**config.mk**
```make
export PLATFORM = sky130hd
export DESIGN_NAME = adder_err_sweep_ctrl
export DESIGN_NICKNAME = d
export VERILOG_FILES = /design/src/rtl/adder_eval_pkg.sv /design/src/rtl/sweep_tag_pipe.sv /design/src/rtl/adder_err_sweep_ctrl.sv
export SDC_FILE = /design/constraint.sdc
export NUM_CORES = 1
export LEC_CHECK = 0
export ABC_AREA = 1
export ABC_CLOCK_PERIOD_IN_PS = 2510
export CAP_MARGIN = 10
export CORE_ASPECT_RATIO = 0.9
export CORE_UTILIZATION = 57
export CTS_CLUSTER_DIAMETER = 80
export DETAILED_ROUTE_END_ITERATION = 10
export DONT_BUFFER_PORTS = 1
export PLACE_DENSITY = 0.8
export SYNTH_ARGS = -nofsm -noshare
export SYNTH_HDL_FRONTEND = slang
export SYNTH_SLANG_ARGS = --single-unit
```
**constraint.sdc**
```tcl
create_clock -name clk -period 2.51 [get_ports clk]
set_input_delay 0.502 -clock clk [delete_from_list [all_inputs] [get_ports clk]]
set_output_delay 0.502 -clock clk [all_outputs]
set_load 0.01 [all_outputs]
```
**src/rtl/adder_eval_pkg.sv**
```systemverilog
// Shared types and width helpers for the approximate-adder error sweep.
package adder_eval_pkg;

  // Sweep sequencer states.
  typedef enum logic [1:0] {
    IDLE  = 2'd0,
    SWEEP = 2'd1,
    DRAIN = 2'd2,
    DONE  = 2'd3
  } sweep_state_e;

  // Default geometry: 8 input bits split into two 4-bit operands.
  localparam int DEF_IN_W  = 8;
  localparam int DEF_OUT_W = DEF_IN_W / 2 + 1;
  localparam int DEF_ACC_W = DEF_IN_W + DEF_OUT_W;

  // Exact sum of two IN_W/2-bit operands needs one carry bit on top.
  function automatic int out_w_for(input int in_w);
    return in_w / 2 + 1;
  endfunction

  // Width of the |err| accumulator: 2^in_w terms of at most 2^out_w-1 each.
  function automatic int acc_w_for(input int in_w, input int out_w);
    return in_w + out_w;
  endfunction

endpackage

```
**src/rtl/sweep_tag_pipe.sv**
```systemverilog
// LAT-deep valid+vector delay line; keeps each issued vector aligned with
// the DUT result it produced. Collapses to wires when LAT is zero.
module sweep_tag_pipe #(
  parameter int LAT = 0,
  parameter int W   = 8
) (
  input  logic         clk,
  input  logic         rst,
  input  logic         flush_i,
  input  logic         valid_i,
  input  logic [W-1:0] vec_i,
  output logic         valid_o,
  output logic [W-1:0] vec_o,
  output logic         pending_o
);

  if (LAT == 0) begin : g_pass
    // A combinational DUT answers in the same cycle; nothing is ever in flight.
    logic unused_pass;
    assign unused_pass = ^{clk, rst, flush_i};
    assign valid_o     = valid_i;
    assign vec_o       = vec_i;
    assign pending_o   = 1'b0;
  end else begin : g_pipe
    logic [LAT-1:0] valid_q;
    logic [W-1:0]   vec_q [LAT];

    // Valid bits shift one stage per cycle; a flush empties the whole line.
    // NOTE: sequential state is written with <= so every stage samples the pre-edge value of its neighbour.
    always_ff @(posedge clk or posedge rst) begin
      if (rst) begin
        valid_q <= '0;
      end else begin
        valid_q[0] <= valid_i & ~flush_i;
        for (int i = 1; i < LAT; i++) begin
          valid_q[i] <= valid_q[i-1] & ~flush_i;
        end
      end
    end

    // Vector tags shift alongside the valid bits.
    // NOTE: the data lanes have no reset; the valid bits qualify them, so stale contents are never used.
    always_ff @(posedge clk) begin
      vec_q[0] <= vec_i;
      for (int i = 1; i < LAT; i++) begin
        vec_q[i] <= vec_q[i-1];
      end
    end

    assign valid_o   = valid_q[LAT-1];
    assign vec_o     = vec_q[LAT-1];
    assign pending_o = |valid_q;
  end

endmodule

```
**src/rtl/adder_err_sweep_ctrl.sv**
```systemverilog
// Exhaustive error sweep of one approximate adder: issues every input vector,
// compares the DUT result with the exact a+b and accumulates error statistics.
module adder_err_sweep_ctrl
  import adder_eval_pkg::*;
#(
  parameter int IN_W         = DEF_IN_W,
  parameter int OUT_W        = out_w_for(IN_W),
  parameter int ET           = 3,
  parameter int DUT_LAT      = 0,
  parameter bit STOP_ON_FAIL = 1'b0
) (
  input  logic                  clk,
  input  logic                  rst,
  input  logic                  start,
  input  logic                  abort,
  output logic [IN_W-1:0]       dut_in,
  input  logic [OUT_W-1:0]      dut_out,
  output logic                  busy,
  output logic                  done,
  output logic                  pass,
  output logic [OUT_W-1:0]      max_err,
  output logic [IN_W:0]         err_count,
  output logic [IN_W+OUT_W-1:0] sum_abs_err,
  output logic                  fail_seen,
  output logic [IN_W-1:0]       first_fail_vec
);

  localparam int                HALF_W   = IN_W / 2;
  localparam int                ACC_W    = acc_w_for(IN_W, OUT_W);
  localparam logic [IN_W-1:0]   LAST_VEC = '1;
  localparam logic [OUT_W-1:0]  ET_L     = OUT_W'(ET);

  // Sequencer state.
  sweep_state_e    state_q, state_d;
  logic [IN_W-1:0] vec_q, vec_d;
  logic            kill_q, kill_d;

  // Error stage: |err| of one vector, registered one cycle after sampling.
  logic            err_valid_q, err_valid_d;
  logic [OUT_W-1:0] err_q, err_d;
  logic [IN_W-1:0] err_vec_q;

  // Statistics.
  logic [OUT_W-1:0] max_err_q, max_err_d;
  logic [IN_W:0]    err_count_q, err_count_d;
  logic [ACC_W-1:0] sum_q, sum_d;
  logic             fail_seen_q, fail_seen_d;
  logic [IN_W-1:0]  ffv_q, ffv_d;
  logic             pass_q, pass_d;

  // Control decodes.
  logic            issue;
  logic            accept;
  logic            abort_now;
  logic            tag_valid;
  logic [IN_W-1:0] tag_vec;
  logic            pipe_pending;
  logic            acc_en;
  logic            is_fail;
  logic            fail_now;

  assign issue     = (state_q == SWEEP);
  assign accept    = (state_q == IDLE) && start;
  assign abort_now = abort && ((state_q == SWEEP) || (state_q == DRAIN));

  // Tags follow the DUT latency so a+b is rebuilt from the matching vector.
  sweep_tag_pipe #(
    .LAT (DUT_LAT),
    .W   (IN_W)
  ) u_tag_pipe (
    .clk       (clk),
    .rst       (rst),
    .flush_i   (abort_now),
    .valid_i   (issue),
    .vec_i     (vec_q),
    .valid_o   (tag_valid),
    .vec_o     (tag_vec),
    .pending_o (pipe_pending)
  );

  // Error unit: exact sum zero-extended to OUT_W, difference taken one bit wider.
  logic [OUT_W-1:0] exact;
  logic [OUT_W:0]   diff;
  logic [OUT_W:0]   abs_full;
  logic             unused_abs_msb;

  assign exact          = {1'b0, tag_vec[IN_W-1:HALF_W]} + {1'b0, tag_vec[HALF_W-1:0]};
  assign diff           = {1'b0, dut_out} - {1'b0, exact};
  assign abs_full       = diff[OUT_W] ? -diff : diff;
  assign err_d          = abs_full[OUT_W-1:0];
  assign unused_abs_msb = abs_full[OUT_W];
  assign err_valid_d    = tag_valid && !abort_now;

  // Once a stop-on-fail has been taken, later in-flight results are discarded.
  assign acc_en   = err_valid_q && !kill_q && !abort_now;
  assign is_fail  = (err_q > ET_L);
  assign fail_now = acc_en && is_fail;
  assign kill_d   = accept ? 1'b0 : (kill_q | (STOP_ON_FAIL & fail_now));

  // Next-state and vector counter.
  // NOTE: every variable gets a default first, so no path through the case leaves one unassigned and no latch is inferred.
  always_comb begin
    state_d = state_q;
    vec_d   = vec_q;
    unique case (state_q)
      IDLE: begin
        if (start) begin
          state_d = SWEEP;
          vec_d   = '0;
        end
      end
      SWEEP: begin
        if (abort) begin
          state_d = IDLE;
        end else if (STOP_ON_FAIL && fail_now) begin
          state_d = DRAIN;
        end else if (vec_q == LAST_VEC) begin
          state_d = DRAIN;
        end else begin
          vec_d = vec_q + 1'b1;
        end
      end
      DRAIN: begin
        if (abort) begin
          state_d = IDLE;
        end else if (!pipe_pending) begin
          state_d = DONE;
        end
      end
      DONE: begin
        state_d = IDLE;
      end
      default: begin
        state_d = IDLE;
      end
    endcase
  end

  // Statistics update: clear on an accepted start, accumulate one vector per cycle.
  always_comb begin
    max_err_d   = max_err_q;
    err_count_d = err_count_q;
    sum_d       = sum_q;
    fail_seen_d = fail_seen_q;
    ffv_d       = ffv_q;
    pass_d      = pass_q;
    if (accept) begin
      max_err_d   = '0;
      err_count_d = '0;
      sum_d       = '0;
      fail_seen_d = 1'b0;
      ffv_d       = '0;
      pass_d      = 1'b0;
    end else if (acc_en) begin
      if (err_q != '0) begin
        err_count_d = err_count_q + 1'b1;
      end
      sum_d = sum_q + ACC_W'(err_q);
      if (err_q > max_err_q) begin
        max_err_d = err_q;
      end
      // Vectors arrive in ascending order, so the first fail is the lowest one.
      if (is_fail && !fail_seen_q) begin
        fail_seen_d = 1'b1;
        ffv_d       = err_vec_q;
      end
    end
    // The verdict is latched together with the final accumulation.
    if ((state_q == DRAIN) && (state_d == DONE)) begin
      pass_d = (max_err_d <= ET_L);
    end
  end

  // Sequencer registers.
  always_ff @(posedge clk or posedge rst) begin
    if (rst) begin
      state_q <= IDLE;
      vec_q   <= '0;
      kill_q  <= 1'b0;
    end else begin
      state_q <= state_d;
      vec_q   <= vec_d;
      kill_q  <= kill_d;
    end
  end

  // Error stage register.
  always_ff @(posedge clk or posedge rst) begin
    if (rst) begin
      err_valid_q <= 1'b0;
      err_q       <= '0;
      err_vec_q   <= '0;
    end else begin
      err_valid_q <= err_valid_d;
      err_q       <= err_d;
      err_vec_q   <= tag_vec;
    end
  end

  // Statistics registers.
  always_ff @(posedge clk or posedge rst) begin
    if (rst) begin
      max_err_q   <= '0;
      err_count_q <= '0;
      sum_q       <= '0;
      fail_seen_q <= 1'b0;
      ffv_q       <= '0;
      pass_q      <= 1'b0;
    end else begin
      max_err_q   <= max_err_d;
      err_count_q <= err_count_d;
      sum_q       <= sum_d;
      fail_seen_q <= fail_seen_d;
      ffv_q       <= ffv_d;
      pass_q      <= pass_d;
    end
  end

  assign dut_in         = vec_q;
  assign busy           = (state_q == SWEEP) || (state_q == DRAIN);
  assign done           = (state_q == DONE);
  assign pass           = pass_q;
  assign max_err        = max_err_q;
  assign err_count      = err_count_q;
  assign sum_abs_err    = sum_q;
  assign fail_seen      = fail_seen_q;
  assign first_fail_vec = ffv_q;

endmodule
```
==> impl_metrics.yaml <==
run_status:
  outcome: "finished clean"
yosys:
  syn_nets: 465
  synth_edf_count: 0
  synth_flop_cell: "dfrtp_1"
  seq_area_frac_synth_pct: 42.67
  synth.avg_cell_area_sq_um: 8.377
  ys_warn_count: 0
  synth_xor_area_share_pct: 2.938
  ys_ff_latch: 61
  syn-cell-area_sq_um: 3577
  async_flop_share_pct: 100.0
  synth-simple-area-share_pct: 23.78
  synth_compound_area_share_pct: 10.14
  synth.area.mux_share_pct: 0
  synth_cells: 427
  synthDistinctLibCells: 35
  synth_fa_ha_area_share_pct: 11.19
  synth_top_family_by_area: "simple AND/OR/NAND/NOR gates"
clock_network:
  clock_latency_ns: 0.34
  tritoncts: "built"
  clock_sinks: 61
  cts_made_buffers: 9
  cts_max_level: 3
  cts-root-buf: "clkbuf_8"
  clock_path_buffers: 2
  path_clk_slew_ns: 0.07
  postCtsSetupRepairBufs: 0
floorplanning:
  ios: 56
  die_h_um: 77.16
  die_w_um: 85.51
  num_rows: 26
  initial_core_util_pct: 61.09
  die-area_sq_um: 6597
  fp.coreArea_sq_um: 5856
sta:
  worst_slack_ns: 0.1241
  max_freq_mhz: 419.1
  fin_worst_skew_ns: 0.008150
  finalCritPeriodShare_pct: 95.06
  worstMarginPinSlew_ns: 0.5547
  setup_violations: 0
  finalHoldViolCount: 0
  maxSlewViolCount: 0
  maxSlewHeadroom_pct: 62.96
  fin_crit_ns: 2.386
route:
  wl_per_cell_um: 14.68
  drt_first_pass_iters: 4
  drtIter0Drc: 190
  vias: 2807
  totalWireLength_mm: 7.514
  vias_per_cell: 5.482
  final_antenna_net_count: 0
  drc: 0
placement:
  portBuffers: 0
  pre_cts_ws_ns: -0.02473
  hpwlAfterDp_mm: 5.506
  gp_congestion: 0.8770
cells_and_area:
  syn2layout_area_growth_pct: 9.024
  final_core_util_pct: 66.60
  antenna_cells: 0
  final_nets: 476
  drive_gt1_share_pct: 11.09
grt:
  grt_pass1_vias: 2695
  overflow: 0
  antenna_found_initial: 0
  grt_usage_pct: 25.25
  grt_max_degree: 39
  grt_pass1_wl_mm: 12.81
power:
  power_mw: 4.140
  max-vdd-ir-drop_mv: 0.6606
  p_leak_nw: 1.948
  p_per_area_nw_per_um2: 1061
setup_path:
  crit_type: "reg2reg"
  critPathCaptureType: "flop"
  critPathLaunchType: "flop"
  required_ns: 2.73
  cp.arrival_ns: 2.60
  critPathMaxFanout: 3
  startpoint: "dut_in[4]$_DFFE_PP0P_"
  r2r-start: "dut_in[4]$_DFFE_PP0P_"
hold_path:
  hold_path_class: "in2async"
flow_run:
  maxCapViolCount: 0
-- kinds of logic after synthesis --
family                     after synthesis
and+or+nand+nor                        182
DFF                                     61
adders and majority gates               29
AOI/OAI and AO/OA                       62
buffers and inverters                   81
xor gates and xnor gates                12
-- cells in the mapped netlist, types with 3 or more instances --
cell type,count,area [sq um]
o31ai_1,3,22.52
nand2_4,3,33.78
nand4_1,7,43.79
dfrtp_1,61,1526
nand2_2,6,37.54
a21oi_1,18,90.09
inv_1,73,274.0
o21ai_0,30,150.1
xnor2_1,4,35.03
nor3_1,4,20.02
nand3_1,41,205.2
a21oi_2,3,26.28
nor2_1,26,97.59
ha_1,24,300.3
nand2_1,84,315.3
fa_1,5,100.1
xor2_1,8,70.07
nand3b_1,3,22.52
nand3_2,3,30.03
-- report_power, final --
group	internal, mW	switching, mW
clock	0.489	0.361
sequential	1.20	0.289
combinational	0.637	1.17
total	2.32	1.82
-- stage by stage --
stage	TNS, ns	instance area [sq um]	hold WS (ns)	instances
after global routing	-0.07192	3900	0.1133	512
after floorplan	0	3577	0.4546	427
after CTS	0	3877	0.09630	512
after detailed placement	-0.03502	3679	0.4671	497
after global placement	0	3679	0.4610	497
final	0	3900	0.09021	512
-- registers in the layout, indices dropped and copies added, names as in the netlist --
| signal | count |
|---|---|
| sum_abs_err | 13 |
| err_valid_q | 1 |
| dut_in | 8 |
| state_q | 2 |
| err_count | 9 |
| pass | 1 |
| err_q | 5 |
| err_vec_q | 8 |
| first_fail_vec | 8 |
| fail_seen | 1 |
| max_err | 5 |
-- final timing paths --
path / endpoint / slack [ns] / depth (start not counted)
max: err_q[2]$_DFF_PP0_ / 0.12 / 12
min: sum_abs_err[8]$_DFFE_PP0P_ / 0.09 / 1
max reg2reg: err_q[2]$_DFF_PP0_ / 0.12 / 12
min reg2reg: first_fail_vec[1]$_DFFE_PP0P_ / 0.48 / 2
max in group asynchronous: err_vec_q[6]$_DFF_PP0_ / 1.83 / 2
min in group clk: err_valid_q$_DFF_PP0_ / 0.38 / 3
-- critical path, stage by stage, from the launching register on --
cell and delay (ns):
dfrtp_1 0.35, inv_2 0.05, fa_1 0.53, inv_1 0.05, ha_1 0.16, inv_1 0.06
nand2_2 0.06, inv_2 0.06, fa_2 0.47, ha_4 0.19, xor2_1 0.15, nand2_1 0.07
o21ai_0 0.07
-- area by class of cell --
| type | instances | area, sq um |
|---|---|---|
| Tap cell | 70 | 87.58 |
| Timing Repair Buffer | 7 | 65.06 |
| Clock buffer | 15 | 196.4 |
| Sequential cell | 61 | 1526 |
| Inverter | 74 | 280.3 |
| Fill cell | 479 | 1956 |
| Multi-Input combinational cell | 285 | 1744 |
-- per-layer routing --
metal	GRT usage (%)	share of wire [%]	vias to the layer above
li1	-	-	1394
met1	31.74	43	1320
met2	40.08	49	80
met3	9.365	6.7	13
met4	8.667	1.6	0
met5	0	0	-
-- placed cells by master (no fill, tap or decap), types with 2 or more instances in the layout --
| cell | instances |
|---|---|
| nor2_1 | 26 |
| o22ai_1 | 2 |
| nand3b_1 | 3 |
| nand4_1 | 7 |
| o31ai_1 | 3 |
| fa_1 | 4 |
| nand3_1 | 41 |
| inv_1 | 70 |
| nand2_2 | 7 |
| inv_2 | 3 |
| nand2_1 | 83 |
| o21ai_0 | 29 |
| xor2_1 | 7 |
| nand3_2 | 3 |
| nor3_1 | 4 |
| nand2_4 | 3 |
| a21oi_2 | 3 |
| clkbuf_8 | 14 |
| o21ai_1 | 3 |
| a21oi_1 | 18 |
| xnor2_1 | 4 |
| ha_1 | 23 |
| dfrtp_1 | 61 |
| buf_4 | 6 |
-- repair_timing --
action	CTS	global route
resized for setup	1	7
hold buffers	0	0
pin swaps	0	2
setup endpoints to repair	1	4
No activity file was read; power rests on OpenSTA's default activity.
